===== config.mk =====
export PLATFORM = sky130hd
export DESIGN_NAME = ahb_arbiter_flat
export DESIGN_NICKNAME = d
export VERILOG_FILES = /design/src/rtl/ahb_arbiter_if.sv /design/src/rtl/ahb_arbiter.sv /design/src/flat_wrapper.sv
export SDC_FILE = /design/constraint.sdc
export NUM_CORES = 1
export LEC_CHECK = 0
export CAP_MARGIN = 20
export CORE_MARGIN = 1
export CORE_UTILIZATION = 50
export CTS_BUF_LIST = sky130_fd_sc_hd__clkbuf_8
export CTS_CLUSTER_SIZE = 24
export DETAILED_ROUTE_END_ITERATION = 6
export GPL_TIMING_DRIVEN = 0
export PLACE_DENSITY = 0.77
export RECOVER_POWER = 100
export SLEW_MARGIN = 20
export SYNTH_ARGS = -nofsm -noshare
export SYNTH_HDL_FRONTEND = slang
export SYNTH_SLANG_ARGS = --single-unit

===== constraint.sdc =====
create_clock -name i_hclk -period 5.3 [get_ports i_hclk]
set_input_delay 1.06 -clock i_hclk [delete_from_list [all_inputs] [get_ports i_hclk]]
set_output_delay 1.06 -clock i_hclk [all_outputs]
set_load 0.02 [all_outputs]

===== src/rtl/ahb_arbiter_if.sv =====
// Arbiter-side AHB signals: master requests and transfer status in, grant and owner indices out.
interface ahb_arbiter_if #(
  parameter int unsigned NUM_M = 3
) ();
  logic [NUM_M-1:0] hbusreq;
  logic [NUM_M-1:0] hlock;
  logic [1:0]       htrans;
  logic             hready;
  logic [NUM_M-1:0] hgrant;
  logic [1:0]       hmaster;
  logic [1:0]       hmaster_d;
  logic             hmastlock;

  modport slave (
    input  hbusreq, hlock, htrans, hready,
    output hgrant, hmaster, hmaster_d, hmastlock
  );

  modport master (
    output hbusreq, hlock, htrans, hready,
    input  hgrant, hmaster, hmaster_d, hmastlock
  );
endinterface


===== src/rtl/ahb_arbiter.sv =====
// Round-robin AHB bus arbiter with default-master parking, bus locking and
// hold-count pre-emption that only takes effect on IDLE cycles.
module ahb_arbiter #(
  parameter int unsigned NUM_M     = 3,
  parameter int unsigned DEFAULT_M = 0,
  parameter int unsigned MAX_HOLD  = 8
) (
  input logic          i_hclk,
  input logic          i_hreset,
  ahb_arbiter_if.slave bus_if
);

  localparam int unsigned      CntW     = $clog2(MAX_HOLD + 1);
  localparam logic [1:0]       DefIdx   = 2'(DEFAULT_M);
  localparam logic [NUM_M-1:0] DefGrant = NUM_M'(1) << DEFAULT_M;
  localparam logic [CntW-1:0]  CntMax   = CntW'(MAX_HOLD);
  localparam logic [1:0]       TrIdle   = 2'b00;
  localparam logic [1:0]       TrBusy   = 2'b01;

  logic [NUM_M-1:0] r_grant;
  logic [1:0]       r_owner;
  logic [1:0]       r_master_d;
  logic             r_mastlock;
  logic [CntW-1:0]  r_hold_cnt;

  logic             w_locked;
  logic             w_arb_en;
  logic [1:0]       w_next;
  logic [NUM_M-1:0] w_next_grant;
  logic             w_next_lock;

  // Scanning from the farthest candidate to the nearest lets the nearest
  // requester win; the owner itself sits at distance NUM_M, i.e. last.
  function automatic logic [1:0] rr_pick(input logic [NUM_M-1:0] req, input logic [1:0] owner);
    logic [1:0]  pick;
    int unsigned idx;
    pick = DefIdx;
    for (int unsigned i = NUM_M; i >= 1; i--) begin
      idx = (32'(owner) + i) % NUM_M;
      if (req[idx]) pick = idx[1:0];
    end
    return pick;
  endfunction

  always_comb begin
    w_locked = bus_if.hlock[r_owner] & bus_if.hbusreq[r_owner];
    w_arb_en = bus_if.hready & ~w_locked & (bus_if.htrans != TrBusy) &
               (~bus_if.hbusreq[r_owner] |
                ((r_hold_cnt >= CntMax) & (bus_if.htrans == TrIdle)));
    w_next = r_owner;
    if (w_arb_en) begin
      w_next = (|bus_if.hbusreq) ? rr_pick(bus_if.hbusreq, r_owner) : DefIdx;
    end
    w_next_grant = NUM_M'(1) << w_next;
    w_next_lock  = bus_if.hlock[w_next] & bus_if.hbusreq[w_next];
  end

  always_ff @(posedge i_hclk or posedge i_hreset) begin
    if (i_hreset) begin
      r_owner    <= DefIdx;
      r_grant    <= DefGrant;
      r_master_d <= DefIdx;
      r_mastlock <= 1'b0;
      r_hold_cnt <= '0;
    end else begin
      r_owner    <= w_next;
      r_grant    <= w_next_grant;
      r_mastlock <= w_next_lock;
      if (bus_if.hready) r_master_d <= r_owner;
      if (w_next != r_owner) begin
        r_hold_cnt <= '0;
      end else if (bus_if.hready & bus_if.htrans[1] & (r_hold_cnt < CntMax)) begin
        r_hold_cnt <= r_hold_cnt + CntW'(1);
      end
    end
  end

  assign bus_if.hgrant    = r_grant;
  assign bus_if.hmaster   = r_owner;
  assign bus_if.hmaster_d = r_master_d;
  assign bus_if.hmastlock = r_mastlock;

endmodule


===== src/flat_wrapper.sv =====
// flat-port wrapper written by rule: the top's interface ports become plain ports
module ahb_arbiter_flat 
#(
  parameter int unsigned NUM_M     = 3,
  parameter int unsigned DEFAULT_M = 0,
  parameter int unsigned MAX_HOLD  = 8
)
  (i_hclk, i_hreset, bus_if_hbusreq, bus_if_hlock, bus_if_htrans, bus_if_hready, bus_if_hgrant, bus_if_hmaster, bus_if_hmaster_d, bus_if_hmastlock);
  ahb_arbiter_if #(.NUM_M(NUM_M)) bus_if_i ();
  input logic i_hclk;
  input logic i_hreset;
  input wire logic [$bits(bus_if_i.hbusreq)-1:0] bus_if_hbusreq;
  input wire logic [$bits(bus_if_i.hlock)-1:0] bus_if_hlock;
  input wire logic [$bits(bus_if_i.htrans)-1:0] bus_if_htrans;
  input wire logic [$bits(bus_if_i.hready)-1:0] bus_if_hready;
  output wire logic [$bits(bus_if_i.hgrant)-1:0] bus_if_hgrant;
  output wire logic [$bits(bus_if_i.hmaster)-1:0] bus_if_hmaster;
  output wire logic [$bits(bus_if_i.hmaster_d)-1:0] bus_if_hmaster_d;
  output wire logic [$bits(bus_if_i.hmastlock)-1:0] bus_if_hmastlock;
  assign bus_if_i.hbusreq = bus_if_hbusreq;
  assign bus_if_i.hlock = bus_if_hlock;
  assign bus_if_i.htrans = bus_if_htrans;
  assign bus_if_i.hready = bus_if_hready;
  assign bus_if_hgrant = bus_if_i.hgrant;
  assign bus_if_hmaster = bus_if_i.hmaster;
  assign bus_if_hmaster_d = bus_if_i.hmaster_d;
  assign bus_if_hmastlock = bus_if_i.hmastlock;
  ahb_arbiter #(.NUM_M(NUM_M), .DEFAULT_M(DEFAULT_M), .MAX_HOLD(MAX_HOLD)) u_core (.i_hclk(i_hclk), .i_hreset(i_hreset), .bus_if(bus_if_i));
endmodule

Word level (Yosys, flattened, before mapping)
Index checks and enable logic that the tools add are counted.
Widths: inputs -> output; s select.
{"block": "op_classes", "muxes": 21, "magnitude_cmp": 7, "bitwise": 11, "eq_ne": 2, "n_shift": 1, "n_reduce_logical": 3, "n_div": 3, "addsub": 4}
{"operator": "$lt 32x3->1 const B", "n": 3}
{"operator": "$mod 32x2->32 const B", "n": 3}
{"operator": "$bmux 1 s2", "n": 7}
{"operator": "$mux 2", "n": 5}
{"operator": "$and 1x1->1", "n": 8}
{"operator": "$mux 4", "n": 2}
{"operator": "$mux 1", "n": 7}
{"operator": "$add 2x2->3 const B", "n": 2}
{"operator": "$lt 2x3->1 const B", "n": 2}
{"operator": "$add 4x1->4 const B", "n": 1}
{"operator": "$ge 4x4->1 const B", "n": 1}
{"operator": "$lt 4x4->1 const B", "n": 1}
{"operator": "$add 2x1->3 const B", "n": 1}
{"operator": "$reduce_or 3->1", "n": 1}
{"operator": "$shl 1x2->3 const A", "n": 1}
{"operator": "$logic_not 2->1", "n": 1}
{"operator": "$ne 2x1->1 const B", "n": 1}
{"operator": "$ne 2x2->1", "n": 1}
{"operator": "$not 1->1", "n": 2}
{"operator": "$reduce_bool 2->1", "n": 1}
{"operator": "$or 1x1->1", "n": 1}
{"block": "word_totals", "word_cells": 57, "inputBits": 11, "output_inout_bits": 8, "reg_bits": 12}

Longest topological paths before layout
{"block": "logic_depth", "word_depth": 12, "depth_mapped": 9, "mapped_depth_nobuf": 8}

Least setup slack after synthesis
OpenSTA, ideal clock, no wires.
{"block": "synth_timing", "kind": "input port to flip-flop", "from": "input port bus_if_hlock[0]", "to": "register u_core.r_mastlock (netlist: u_core.bus_if.hmastlock)", "n_path_buf": 0, "path_stages": 6, "path_slack_ns": 2.905, "setup_ns": 0.064, "required_time_ns": 5.236, "arrival_ns": 2.331, "cell_sequence": "or3_1 > o221a_2 > o21ai_4 > mux2_4 > o22ai_1 > mux2_2"}
{"block": "synth_between", "elab_chain_cells": 11, "elab_cells_between_ends": 13, "classes_between": "mux: 7; bitwise: 6"}
{"item": "start: declaration", "line": "flat_wrapper.sv:13", "text": "input wire logic [$bits(bus_if_i.hlock)-1:0] bus_if_hlock;"}
{"item": "$bmux 1 s2 (*)", "line": "ahb_arbiter.sv:46", "text": "w_locked = bus_if.hlock[r_owner] & bus_if.hbusreq[r_owner];"}
{"item": "$mux 1 (not written as such) (*)", "line": "ahb_arbiter.sv:46"}
{"item": "$and 1x1->1 (*)", "line": "ahb_arbiter.sv:46"}
{"item": "$not 1->1 (*)", "line": "ahb_arbiter.sv:47", "text": "w_arb_en = bus_if.hready & ~w_locked & (bus_if.htrans != TrBusy) &"}
{"item": "$and 1x1->1 (*) (3 in a row)", "line": "ahb_arbiter.sv:47"}
{"item": "$mux 2 (*)", "line": "ahb_arbiter.sv:51", "text": "if (w_arb_en) begin"}
{"item": "via u_core.w_next[1]", "line": "ahb_arbiter.sv:28", "text": "logic [1:0] w_next;"}
{"item": "$bmux 1 s2", "line": "ahb_arbiter.sv:55", "text": "w_next_lock = bus_if.hlock[w_next] & bus_if.hbusreq[w_next];"}
{"item": "$mux 1 (not written as such)", "line": "ahb_arbiter.sv:55"}
{"item": "$and 1x1->1 (*)", "line": "ahb_arbiter.sv:55"}
{"item": "via u_core.w_next_lock", "line": "ahb_arbiter.sv:30", "text": "logic w_next_lock;"}
{"item": "end signal: assignment", "line": "ahb_arbiter.sv:68", "text": "r_mastlock <= w_next_lock;"}
{"item": "end: declaration", "line": "ahb_arbiter.sv:23", "text": "logic r_mastlock;"}
The timed path passes the listed nets; every way through them passes the cells marked *. The select of a mux whose other input is x is not followed.
A chain may end at the register's enable or synchronous reset.

Worst setup path after layout
{"block": "layout_timing", "from": "input port bus_if_hbusreq[0]", "to": "register u_core.r_mastlock (netlist: u_core.bus_if.hmastlock)"}
{"block": "layout_between", "elab_chain_cells": 11, "elab_cells_between_ends": 26, "classes_between": "mux: 17; bitwise: 8; reduce/logical: 1"}
{"item": "start: declaration", "line": "flat_wrapper.sv:12", "text": "input wire logic [$bits(bus_if_i.hbusreq)-1:0] bus_if_hbusreq;"}
{"item": "$bmux 1 s2", "line": "ahb_arbiter.sv:46, ahb_arbiter.sv:48"}
{"item": "$mux 1 (not written as such)", "line": "ahb_arbiter.sv:46, ahb_arbiter.sv:48"}
{"item": "$and 1x1->1", "line": "ahb_arbiter.sv:46"}
{"item": "$not 1->1", "line": "ahb_arbiter.sv:47"}
{"item": "$and 1x1->1 (3 in a row)", "line": "ahb_arbiter.sv:47"}
{"item": "$mux 2 (*)", "line": "ahb_arbiter.sv:51"}
{"item": "via u_core.w_next[0]", "line": "ahb_arbiter.sv:28"}
{"item": "$bmux 1 s2", "line": "ahb_arbiter.sv:55"}
{"item": "$mux 1 (not written as such)", "line": "ahb_arbiter.sv:55"}
{"item": "$and 1x1->1 (*)", "line": "ahb_arbiter.sv:55"}
{"item": "via u_core.w_next_lock", "line": "ahb_arbiter.sv:30"}
Marks and branches as above.

==> results.cfg <==
[sta]
worstMarginPinSlew_ns = 0.568
hold_violations = 0
timing.slew.headroom_pct = 61.7
clock_skew_ns = 0.00726
max_freq_mhz = 322
setup_viol = 0
fin_tns_setup_ns = 0
min_period_over_period_pct = 58.5
slew_violations = 0
min_period_ns = 3.10
rsz0062_at_grt = false
setup_ws_ns = 2.20

[synthesis]
synth_ff_type = dfrtp_1
seq_area_frac_synth_pct = 38.6
syn_avg_cell_area_sq_um = 9.64
synth_edf_count = 0
async_flop_share_pct = 100
synth_warnings = 0
synth_area_sq_um = 781
syn_nets = 98
ys_types = 31
ys_ff_latch = 12
netlist_instances = 81

[worst_setup_path]
end_kind = flip-flop
arrival_ns = 3.22
critPathLaunchType = input port
cp_slowest_cell = dlygate4sd3_1
cp_common_cell = o21ai_0
critPathTopFamily = compound AO/OA/AOI/OAI gates
crit_path_max_fanout = 5
crit_type = in2reg
cp_num_buf_inv = 1
cp_cell_sequence = dlygate4sd3_1 > mux2i_1 > o2111ai_1 > o21ai_0 > o21ai_0 > mux2_2
cp_data_required_time_ns = 5.42
cp_slowest_stage_delay_ns = 0.65

[place]
io_buffers = 18
place_ws_ns = 2.28
globalplace.congestion = 0.777
dp_hpwl_um = 1320

[clocking]
cts_tree = yes
path_clk_slew_ns = 0.05
cts_setup_buffers = 0
clock_sinks = 12
holdBufCountCts = 0
post_cts_resized = 0
cts_made_buffers = 3
cts.path.max_buffers = 2
htree_levels = 1
clock_latency_ns = 0.24
cts-root-buf = clkbuf_8

[pwr]
p_per_area_nw_per_um2 = 508
p_leak_nw = 0.460
p_total_uw = 515
peakVddDrop_v = 0.000291
switching_share_pct = 40.0
power_frac_comb_pct = 52.9
p_int_uw = 309
seqPwrFrac_pct = 30.8
p_clk_share_pct = 16.2
power_switching_uw = 206

[flow_run]
drv_cap = 0

[run_status]
status = finished clean

[routing]
postRouteAntennaNets = 0
routedWlPerCell_um = 14.4
drc_errors = 0
viasPerCell = 5.58
first_pass_iters = 4
vias = 659
routed_wl_um = 1700
drt-initial-drc-count = 15

[global_routing]
antenna_found_initial = 0
grt_util_all_layers_pct = 23.9
grt_pass1_vias = 677
grt_max_degree = 13
grt_overflow = 0
grt_pass1_wl_um = 3170

[floorplanning]
io_pins = 19
num_rows = 13
die_w_um = 41.5
fp.dieH_um = 41.5
initial_utilization_pct = 56.5
fp.coreArea_sq_um = 1380
die-area_sq_um = 1720

[min_path]
hp-class = reg2reg

[cells_and_area]
syn_to_final_growth_pct = 29.8
nets = 121
utilization_pct = 73.3
drive_gt1_share_pct = 9.71
fillers = 111
diodes = 0
==> routing by layer <==
layer / global-route usage [%] / vias up / part of all wire, %
met5: 0 / - / 0
met4: 5.81 / 0 / 0.82
met3: 7.39 / 4 / 6.7
met2: 38.8 / 26 / 48
met1: 31.1 / 309 / 44
li1: - / 320 / -
==> layout make-up <==
type	instances	area [sq um]	share of cell area, %
Multi-Input combinational cell	63	438	43.2
Sequential cell	12	302	29.8
Timing Repair Buffer	18	180	17.8
Clock buffer	3	41.3	4.07
Inverter	5	18.8	1.85
Tap cell	15	18.8	1.85
Buffer	1	11.3	1.11
Clock inverter	1	3.75	0.370
==> stage by stage <==
stage / hold WS (ns) / instances / cell area [sq um]
5_1_grt: 0.536 / 118 / 1010
6_report: 0.512 / 118 / 1010
2_1_floorplan: 0.504 / 81 / 781
3_5_place_dp: 0.512 / 114 / 980
4_1_cts: 0.517 / 118 / 1020
3_3_place_gp: 0.497 / 114 / 980
==> registers in the layout, summed over array words and instances (netlist names) <==
| name | flops |
|---|---|
| u_core.r_hold_cnt | 4 |
| u_core.bus_if.hmaster_d | 2 |
| u_core.bus_if.hmaster | 2 |
| u_core.bus_if.hmastlock | 1 |
| u_core.bus_if.hgrant | 3 |
==> synthesized netlist by cell type, types with 2 or more instances <==
master     n  area (sq um)
dfrtp_1   11           275
nand2_1   10          37.5
nor2_1     9          33.8
ha_1       6          75.1
inv_1      5          18.8
nor2b_1    5          31.3
mux2_2     3          33.8
nor3b_1    3          22.5
xnor2_1    3          26.3
mux2i_1    2          20.0
nand3b_1   2          15.0
o21ai_0    2          10.0
o22ai_1    2          12.5
==> logic make-up (layout without fill, tap and decap cells) <==
logic type	Yosys count	in the layout	share of synthesized area [%]
AND/OR/NAND/NOR	35	35	22.8
flip-flops	12	12	38.6
XOR/XNOR	4	4	4.49
adder cells (fa/ha/maj)	6	6	9.62
multiplexers	6	6	8.81
buffers and inverters	6	28	3.85
AO/OA/AOI/OAI	12	12	11.9
==> final timing paths <==
kind                                                        startpoint                                      to  slack (ns)  cells past startpoint
worst max-delay path                                 bus_if_hbusreq[0]       u_core.bus_if.hmastlock$_DFF_PP0_        2.20                      6
worst min-delay path            u_core.bus_if.hmaster_d[0]$_DFFE_PP0P_  u_core.bus_if.hmaster_d[0]$_DFFE_PP0P_        0.51                      1
worst max register to register      u_core.bus_if.hmaster[0]$_DFF_PP0_       u_core.bus_if.hmastlock$_DFF_PP0_        2.78                      8
worst min register to register  u_core.bus_if.hmaster_d[0]$_DFFE_PP0P_  u_core.bus_if.hmaster_d[0]$_DFFE_PP0P_        0.51                      1
max in group asynchronous                                     i_hreset       u_core.bus_if.hgrant[0]$_DFF_PP1_        3.69                      2
min in group asynchronous                                     i_hreset        u_core.r_hold_cnt[3]$_DFFE_PP0P_        1.26                      2
==> cells in the final DEF, fill, tap and decap left out, types with 2 or more instances in the layout <==
cell / n
clkbuf_8: 3
clkdlybuf4s50_1: 7
dfrtp_1: 11
dlygate4sd3_1: 11
ha_1: 6
inv_1: 6
mux2_2: 3
mux2i_1: 2
nand2_1: 10
nand3b_1: 2
nor2_1: 9
nor2b_1: 5
nor3b_1: 3
o21ai_0: 4
o22ai_1: 2
xnor2_1: 3
==> power by group through the flow <==
stage | Combinational [mW] | Sequential [mW] | Clock [mW]
floorplan | 0.160 | 0.188 | 0
global placement | 0.276 | 0.159 | 0
detailed placement | 0.286 | 0.161 | 0
CTS | 0.288 | 0.160 | 0.0864
global route | 0.302 | 0.165 | 0.0919
finish | 0.272 | 0.159 | 0.0836
(Power assumes the default switching activity.)
